===== src/rtl/mips_fu_sequencer_if.sv =====
// mips_fu_sequencer_if
// Bundles every signal between the sequencer and its surroundings: the two
// requesters, the combinational function unit and the response consumer.
//   slave  : the sequencer's view. It receives requests and function-unit
//            results, and drives the grants, the function-unit inputs,
//            the response and the architectural flags.
//   master : the environment's view (requesters, function unit, consumer).
// Clock and reset are not part of the bundle. They stay plain module ports.
interface mips_fu_sequencer_if;

   // Requester 0
   logic        req0_valid;
   logic        req0_ready;
   logic [4:0]  req0_op;
   logic [31:0] req0_a;
   logic [31:0] req0_b;
   logic [4:0]  req0_shift;
   logic        req0_use_c;
   logic        req0_set_flags;

   // Requester 1
   logic        req1_valid;
   logic        req1_ready;
   logic [4:0]  req1_op;
   logic [31:0] req1_a;
   logic [31:0] req1_b;
   logic [4:0]  req1_shift;
   logic        req1_use_c;
   logic        req1_set_flags;

   // Function-unit drive and combinational result
   logic [4:0]  fu_func_sel;
   logic [31:0] fu_in_a;
   logic [31:0] fu_in_b;
   logic [4:0]  fu_shift;
   logic        fu_c_in;
   logic [31:0] fu_out;
   logic        fu_z;
   logic        fu_n;
   logic        fu_c;
   logic        fu_v;

   // Response channel and architectural flags {N,Z,C,V}
   logic        rsp_valid;
   logic        rsp_ready;
   logic        rsp_id;
   logic [31:0] rsp_data;
   logic [3:0]  rsp_flags;
   logic [3:0]  status_flags;

   modport slave (
      input  req0_valid, req0_op, req0_a, req0_b, req0_shift, req0_use_c, req0_set_flags,
      output req0_ready,
      input  req1_valid, req1_op, req1_a, req1_b, req1_shift, req1_use_c, req1_set_flags,
      output req1_ready,
      output fu_func_sel, fu_in_a, fu_in_b, fu_shift, fu_c_in,
      input  fu_out, fu_z, fu_n, fu_c, fu_v,
      output rsp_valid, rsp_id, rsp_data, rsp_flags, status_flags,
      input  rsp_ready
   );

   modport master (
      output req0_valid, req0_op, req0_a, req0_b, req0_shift, req0_use_c, req0_set_flags,
      input  req0_ready,
      output req1_valid, req1_op, req1_a, req1_b, req1_shift, req1_use_c, req1_set_flags,
      input  req1_ready,
      input  fu_func_sel, fu_in_a, fu_in_b, fu_shift, fu_c_in,
      output fu_out, fu_z, fu_n, fu_c, fu_v,
      input  rsp_valid, rsp_id, rsp_data, rsp_flags, status_flags,
      output rsp_ready
   );

endinterface


===== src/rtl/mips_fu_sequencer.sv =====
// mips_fu_sequencer
// Arbitrates between two requesters and sends one operation at a time
// through an external combinational function unit. It returns the result
// and the flags on a response channel. It can also update the
// architectural {N,Z,C,V} flag register.
// Ports:
//   clk   : rising-edge clock for all state
//   rst_n : asynchronous active-low reset
//   bus   : mips_fu_sequencer_if.slave. It carries the requester
//           handshakes, the function-unit drive and result, the response
//           channel and status_flags.
// Parameter:
//   RR_EN : 1 selects round-robin arbitration.
//           0 selects fixed priority, where requester 0 wins.
module mips_fu_sequencer #(
   parameter int unsigned RR_EN = 1
) (
   input logic              clk,
   input logic              rst_n,
   mips_fu_sequencer_if.slave bus
);

   typedef enum logic [1:0] {
      IDLE = 2'd0,
      EXEC = 2'd1,
      RESP = 2'd2
   } state_t;

   state_t      state_q;
   logic        ptr_q;
   logic        setFlags_q;
   logic        id_q;
   logic [4:0]  fuFuncSel_q;
   logic [31:0] fuInA_q;
   logic [31:0] fuInB_q;
   logic [4:0]  fuShift_q;
   logic        fuCIn_q;
   logic        rspValid_q;
   logic        rspId_q;
   logic [31:0] rspData_q;
   logic [3:0]  rspFlags_q;
   logic [3:0]  statusFlags_q;

   logic        grant0;
   logic        grant1;
   logic        accept;
   logic [4:0]  selOp;
   logic [31:0] selA;
   logic [31:0] selB;
   logic [4:0]  selShift;
   logic        selUseC;
   logic        selSetFlags;
   logic        fuCIn_d;
   logic [3:0]  resFlags_d;

   // Grant selection. A contested cycle goes to the pointed requester in
   // round-robin mode, and always to requester 0 in fixed-priority mode.
   // An uncontested requester simply wins.
   always_comb begin
      grant0 = 1'b0;
      grant1 = 1'b0;
      if (bus.req0_valid && bus.req1_valid) begin
         if (RR_EN != 0) begin
            grant0 = ~ptr_q;
            grant1 = ptr_q;
         end else begin
            grant0 = 1'b1;
         end
      end else begin
         grant0 = bus.req0_valid;
         grant1 = bus.req1_valid;
      end
   end

   // Fields of the winning requester. A carry-in is taken from the flag
   // register only when the op asks for it. Reading the current register
   // value at acceptance is enough for back-to-back chaining, because the
   // previous op wrote its flags before this one could be accepted.
   always_comb begin
      selOp       = grant1 ? bus.req1_op        : bus.req0_op;
      selA        = grant1 ? bus.req1_a         : bus.req0_a;
      selB        = grant1 ? bus.req1_b         : bus.req0_b;
      selShift    = grant1 ? bus.req1_shift     : bus.req0_shift;
      selUseC     = grant1 ? bus.req1_use_c     : bus.req0_use_c;
      selSetFlags = grant1 ? bus.req1_set_flags : bus.req0_set_flags;
      fuCIn_d     = selUseC & statusFlags_q[1];
      resFlags_d  = {bus.fu_n, bus.fu_z, bus.fu_c, bus.fu_v};
   end

   assign accept = (state_q == IDLE) && (grant0 || grant1);

   // The ready signals are combinational, because the grant must answer
   // the valid in the same cycle. They are gated by rst_n so that no
   // handshake completes while the block is held in reset.
   assign bus.req0_ready = rst_n && (state_q == IDLE) && grant0;
   assign bus.req1_ready = rst_n && (state_q == IDLE) && grant1;

   // Main sequencer. The function-unit inputs are loaded at acceptance,
   // so they are already valid during the single EXEC cycle. The
   // function select returns to 0 when EXEC ends. The operands and the
   // carry-in keep their last values.
   always_ff @(posedge clk or negedge rst_n) begin
      if (!rst_n) begin
         state_q       <= IDLE;
         ptr_q         <= 1'b0;
         setFlags_q    <= 1'b0;
         id_q          <= 1'b0;
         fuFuncSel_q   <= 5'd0;
         fuInA_q       <= 32'd0;
         fuInB_q       <= 32'd0;
         fuShift_q     <= 5'd0;
         fuCIn_q       <= 1'b0;
         rspValid_q    <= 1'b0;
         rspId_q       <= 1'b0;
         rspData_q     <= 32'd0;
         rspFlags_q    <= 4'd0;
         statusFlags_q <= 4'd0;
      end else begin
         case (state_q)
            IDLE: begin
               if (accept) begin
                  fuFuncSel_q <= selOp;
                  fuInA_q     <= selA;
                  fuInB_q     <= selB;
                  fuShift_q   <= selShift;
                  fuCIn_q     <= fuCIn_d;
                  setFlags_q  <= selSetFlags;
                  id_q        <= grant1;
                  ptr_q       <= grant0;
                  state_q     <= EXEC;
               end
            end
            EXEC: begin
               rspData_q   <= bus.fu_out;
               rspFlags_q  <= resFlags_d;
               rspId_q     <= id_q;
               rspValid_q  <= 1'b1;
               fuFuncSel_q <= 5'd0;
               if (setFlags_q) begin
                  statusFlags_q <= resFlags_d;
               end
               state_q <= RESP;
            end
            RESP: begin
               if (bus.rsp_ready) begin
                  rspValid_q <= 1'b0;
                  state_q    <= IDLE;
               end
            end
            default: begin
               state_q <= IDLE;
            end
         endcase
      end
   end

   assign bus.fu_func_sel  = fuFuncSel_q;
   assign bus.fu_in_a      = fuInA_q;
   assign bus.fu_in_b      = fuInB_q;
   assign bus.fu_shift     = fuShift_q;
   assign bus.fu_c_in      = fuCIn_q;
   assign bus.rsp_valid    = rspValid_q;
   assign bus.rsp_id       = rspId_q;
   assign bus.rsp_data     = rspData_q;
   assign bus.rsp_flags    = rspFlags_q;
   assign bus.status_flags = statusFlags_q;

endmodule

===== src/flat_wrapper.sv =====
// flat-port wrapper written by rule: the top's interface ports become plain ports
module mips_fu_sequencer_flat 
#(
   parameter int unsigned RR_EN = 1
)
  (clk, rst_n, bus_req0_valid, bus_req0_op, bus_req0_a, bus_req0_b, bus_req0_shift, bus_req0_use_c, bus_req0_set_flags, bus_req0_ready, bus_req1_valid, bus_req1_op, bus_req1_a, bus_req1_b, bus_req1_shift, bus_req1_use_c, bus_req1_set_flags, bus_req1_ready, bus_fu_func_sel, bus_fu_in_a, bus_fu_in_b, bus_fu_shift, bus_fu_c_in, bus_fu_out, bus_fu_z, bus_fu_n, bus_fu_c, bus_fu_v, bus_rsp_valid, bus_rsp_id, bus_rsp_data, bus_rsp_flags, bus_status_flags, bus_rsp_ready);
  mips_fu_sequencer_if bus_i ();
  input logic clk;
  input logic rst_n;
  input wire logic [$bits(bus_i.req0_valid)-1:0] bus_req0_valid;
  input wire logic [$bits(bus_i.req0_op)-1:0] bus_req0_op;
  input wire logic [$bits(bus_i.req0_a)-1:0] bus_req0_a;
  input wire logic [$bits(bus_i.req0_b)-1:0] bus_req0_b;
  input wire logic [$bits(bus_i.req0_shift)-1:0] bus_req0_shift;
  input wire logic [$bits(bus_i.req0_use_c)-1:0] bus_req0_use_c;
  input wire logic [$bits(bus_i.req0_set_flags)-1:0] bus_req0_set_flags;
  output wire logic [$bits(bus_i.req0_ready)-1:0] bus_req0_ready;
  input wire logic [$bits(bus_i.req1_valid)-1:0] bus_req1_valid;
  input wire logic [$bits(bus_i.req1_op)-1:0] bus_req1_op;
  input wire logic [$bits(bus_i.req1_a)-1:0] bus_req1_a;
  input wire logic [$bits(bus_i.req1_b)-1:0] bus_req1_b;
  input wire logic [$bits(bus_i.req1_shift)-1:0] bus_req1_shift;
  input wire logic [$bits(bus_i.req1_use_c)-1:0] bus_req1_use_c;
  input wire logic [$bits(bus_i.req1_set_flags)-1:0] bus_req1_set_flags;
  output wire logic [$bits(bus_i.req1_ready)-1:0] bus_req1_ready;
  output wire logic [$bits(bus_i.fu_func_sel)-1:0] bus_fu_func_sel;
  output wire logic [$bits(bus_i.fu_in_a)-1:0] bus_fu_in_a;
  output wire logic [$bits(bus_i.fu_in_b)-1:0] bus_fu_in_b;
  output wire logic [$bits(bus_i.fu_shift)-1:0] bus_fu_shift;
  output wire logic [$bits(bus_i.fu_c_in)-1:0] bus_fu_c_in;
  input wire logic [$bits(bus_i.fu_out)-1:0] bus_fu_out;
  input wire logic [$bits(bus_i.fu_z)-1:0] bus_fu_z;
  input wire logic [$bits(bus_i.fu_n)-1:0] bus_fu_n;
  input wire logic [$bits(bus_i.fu_c)-1:0] bus_fu_c;
  input wire logic [$bits(bus_i.fu_v)-1:0] bus_fu_v;
  output wire logic [$bits(bus_i.rsp_valid)-1:0] bus_rsp_valid;
  output wire logic [$bits(bus_i.rsp_id)-1:0] bus_rsp_id;
  output wire logic [$bits(bus_i.rsp_data)-1:0] bus_rsp_data;
  output wire logic [$bits(bus_i.rsp_flags)-1:0] bus_rsp_flags;
  output wire logic [$bits(bus_i.status_flags)-1:0] bus_status_flags;
  input wire logic [$bits(bus_i.rsp_ready)-1:0] bus_rsp_ready;
  assign bus_i.req0_valid = bus_req0_valid;
  assign bus_i.req0_op = bus_req0_op;
  assign bus_i.req0_a = bus_req0_a;
  assign bus_i.req0_b = bus_req0_b;
  assign bus_i.req0_shift = bus_req0_shift;
  assign bus_i.req0_use_c = bus_req0_use_c;
  assign bus_i.req0_set_flags = bus_req0_set_flags;
  assign bus_req0_ready = bus_i.req0_ready;
  assign bus_i.req1_valid = bus_req1_valid;
  assign bus_i.req1_op = bus_req1_op;
  assign bus_i.req1_a = bus_req1_a;
  assign bus_i.req1_b = bus_req1_b;
  assign bus_i.req1_shift = bus_req1_shift;
  assign bus_i.req1_use_c = bus_req1_use_c;
  assign bus_i.req1_set_flags = bus_req1_set_flags;
  assign bus_req1_ready = bus_i.req1_ready;
  assign bus_fu_func_sel = bus_i.fu_func_sel;
  assign bus_fu_in_a = bus_i.fu_in_a;
  assign bus_fu_in_b = bus_i.fu_in_b;
  assign bus_fu_shift = bus_i.fu_shift;
  assign bus_fu_c_in = bus_i.fu_c_in;
  assign bus_i.fu_out = bus_fu_out;
  assign bus_i.fu_z = bus_fu_z;
  assign bus_i.fu_n = bus_fu_n;
  assign bus_i.fu_c = bus_fu_c;
  assign bus_i.fu_v = bus_fu_v;
  assign bus_rsp_valid = bus_i.rsp_valid;
  assign bus_rsp_id = bus_i.rsp_id;
  assign bus_rsp_data = bus_i.rsp_data;
  assign bus_rsp_flags = bus_i.rsp_flags;
  assign bus_status_flags = bus_i.status_flags;
  assign bus_i.rsp_ready = bus_rsp_ready;
  mips_fu_sequencer #(.RR_EN(RR_EN)) u_core (.clk(clk), .rst_n(rst_n), .bus(bus_i));
endmodule

===== config.mk =====
export PLATFORM = sky130hd
export DESIGN_NAME = mips_fu_sequencer_flat
export DESIGN_NICKNAME = d
export VERILOG_FILES = /design/src/rtl/mips_fu_sequencer_if.sv /design/src/rtl/mips_fu_sequencer.sv /design/src/flat_wrapper.sv
export SDC_FILE = /design/constraint.sdc
export NUM_CORES = 1
export LEC_CHECK = 0
export CAP_MARGIN = 5
export CORE_MARGIN = 2
export CORE_UTILIZATION = 42
export DETAILED_ROUTE_END_ITERATION = 7
export PLACE_DENSITY_LB_ADDON = 0.25
export SKIP_LAST_GASP = 1
export SYNTH_ARGS = -nofsm -noshare
export SYNTH_HDL_FRONTEND = slang
export SYNTH_SLANG_ARGS = --single-unit

===== constraint.sdc =====
create_clock -name clk -period 3.7 [get_ports clk]
set_input_delay 1.11 -clock clk [delete_from_list [all_inputs] [get_ports clk]]
set_output_delay 1.11 -clock clk [all_outputs]
set_load 0.005 [all_outputs]

==> metrics.txt <==
worst vdd ir 0.397 mV; worst r2r src u_core.ptr_q$_DFFE_PN0P_; fraction of layout cells with a size suffix above 1 0.0756; met2 routed WL 10400 µm; CP cell instances clkdlybuf4s50_1 -> and2b_4 -> nor3_1 -> clkdlybuf4s50_1; Max-slew headroom 0.289; status finished clean; Tot Pwr 7.67 mW; # diodes 0; vias per cell 5.67; WP data arrival 2.47 ns; ANT nets after route 0; Seq/Total Area, Yosys 0.537; # DRC 0; initial drt markers 512; PortBufs 311; chip height 120 µm; worst-margin pin slew 1.07 ns; H-tree levels 4; most used cell, CP clkdlybuf4s50_1; Slowest Stage Delay on Critical Path 0.58 ns; Syn Inst Count 635; ys async rst share 1.00; clock tree buffer depth 2; hold depth 2; RSZ-0062 raised after global routing no; Crit-path slowest cell clkdlybuf4s50_1; met1 wire length 7970 µm; Setup TNS Final 0 ns; Fmax 0.279 GHz; uppermost routed layer met4; total track usage 0.292; post-CTS sizing 0; GPL Wtd Cong 0.822; ranking of synthesized cells by area dfrtp_1 (54%), a31oi_1 (8.4%), nand2_1 (7.7%); Layout area overhead 66.0%; ys flop type dfrtp_1; largest area contributor in the synthesized netlist dfrtp_1; Worst Skew 0.00931 ns; drt wl/cell 19.4 µm; 1st-pass router iterations 5; clk sinks 122; initial antenna violation count 0; vias in the first global route 6282; Fin. Hold Viols 0; CP Capture Type output pin; root buffer cell clkbuf_16; full die area 14500 µm²; dpl cell area 8810 µm²; Post-CTS Hold Buffers 0; Post-DP HPWL 14200 µm; Worst Setup Start Kind input pin; Commonest cells post-synth dfrtp_1 (122), nand2_1 (116), a31oi_1 (76); Synth top area share 0.537; largest net degree at the start of global routing 82; total grt overflow 0; Hold Path Sink u_core.bus.rsp_data[22]$_DFFE_PN0P_; Crit Path Category in -> out; CTS tree done; R2R Setup Slk 1.82 ns; Static Leak 3.84 nW; Worst EP required 2.59 ns; top-count cell post-synth dfrtp_1; floorplan core area 13200 µm²; Worst R2R End u_core.bus.fu_in_a[13]$_DFFE_PN0P_; CP startpoint bus_req0_valid; first-pass GRT wire length 33200 µm; Setup WS pre-CTS 0.146 ns; fin crit period 3.58 ns; initial core utilization 0.430; hold wc startpoint u_core.bus.rsp_data[22]$_DFFE_PN0P_; Routed WL 21400 µm; yosys warns 0; R2R depth 4; Max-Cap Viols 0; worst hold path class reg -> reg; postcts setup bufs 0; Syn Std Cell Area 5690 µm²; syn avg cell area 8.96 µm²; Syn Nets 828; worst setup margin 0.121 ns; power per cell area 813 nW/µm²; met3 wire len 2030 µm; final instance area 9440 µm²; clk slew on worst S/H paths 0.06 ns; row count 42; Crit Path Max Fanout 2; number of nets in the layout 1106; Post-synth EDFFs 0; Die Wd 120 µm; Multi-input gate area 2280 µm²; # setup viols final 0; Ports 312; total CTS buffers 17; #FFs+latches synth 122; final worst path period share 0.967; worst hold slack 0.473 ns; Vias 6249; FILL cells 1009; post-synth cell types 27; register area 3050 µm²; Final Max Slew Viols 0; Worst-Skew Late Latency 0.42 ns
stage by stage:
| stage | util | std cells |
|---|---|---|
| after floorplan | - | 635 |
| after global placement | 0.665 | 1070 |
| after detailed placement | 0.665 | 1070 |
| after CTS | 0.713 | 1102 |
| after global routing | 0.713 | 1102 |
| final | 0.713 | 1102 |
where the power goes:
| group | switching, mW | leakage [nW] | total, mW | internal, mW |
|---|---|---|---|---|
| Clock | 0.646 | 0.299 | 1.79 | 1.15 |
| Combinational | 1.61 | 2.13 | 3.44 | 1.83 |
| Sequential | 0.422 | 1.42 | 2.44 | 2.02 |
flip-flops by register name, summed over array words and instances (netlist names), 2 cells and up:
name,cells
u_core.bus.rsp_data,32
u_core.bus.rsp_flags,4
u_core.bus.fu_in_a,32
u_core.bus.fu_func_sel,5
u_core.bus.fu_shift,5
u_core.bus.status_flags,4
u_core.state_q,2
u_core.bus.fu_in_b,32
cells in the final DEF, fill, tap and decap left out, types with 2 or more instances in the layout:
master / netlist / layout
mux2_2: 4 / 4
nor3_1: 2 / 2
clkdlybuf4s50_1: 0 / 309
nor2_1: 2 / 2
nand3_1: 75 / 75
clkinvlp_4: 0 / 4
a31oi_1: 76 / 76
a22oi_1: 5 / 5
inv_6: 0 / 2
a21oi_1: 64 / 64
clkinv_2: 0 / 2
clkbuf_16: 0 / 17
dfrtp_1: 122 / 122
nor2_4: 0 / 2
o21ai_1: 9 / 9
clkinv_4: 0 / 2
o21ai_0: 69 / 69
bufinv_16: 0 / 4
buf_12: 0 / 2
a21oi_2: 10 / 10
nand2b_1: 3 / 2
nand2_1: 116 / 116
buf_4: 8 / 14
worst max-delay path by stage:
stage / end / slack [ns] / cells after the start
2_1_floorplan: bus_req0_ready / 0.76 / 6
3_3_place_gp: bus_req1_ready / 0.15 / 4
3_5_place_dp: bus_req1_ready / 0.15 / 4
4_1_cts: bus_req1_ready / 0.14 / 4
5_1_grt: bus_req0_ready / 0.07 / 5
6_report: bus_req1_ready / 0.12 / 4
routing by layer:
| metal | vias to the layer above | global-route usage |
|---|---|---|
| li1 | 2826 | - |
| met1 | 2981 | 0.349 |
| met2 | 377 | 0.484 |
| met3 | 65 | 0.0858 |
| met4 | 0 | 0.137 |
| met5 | - | 0 |
critical path: cells and delay by family:
kind | cells | cell delay (ns)
buffers and inverters | 2 | 1.02
and+or+nand+nor | 2 | 0.34
kinds of logic after synthesis:
| kind of cell | share of synthesized area |
|---|---|
| compound gates | 0.235 |
| buf+inv | 0.0645 |
| flops | 0.537 |
| mux | 0.00792 |
| simple gates | 0.156 |
area by class of cell:
| class | instances | area share |
|---|---|---|
| clock inverter | 14 | 0.0207 |
| sequential | 122 | 0.323 |
| tap | 176 | 0.0233 |
| multi-input combinational | 444 | 0.242 |
| timing repair buffer | 326 | 0.343 |
| inverter | 2 | 0.000795 |
| clock buffer | 18 | 0.0465 |
(Power assumes the default switching activity.)
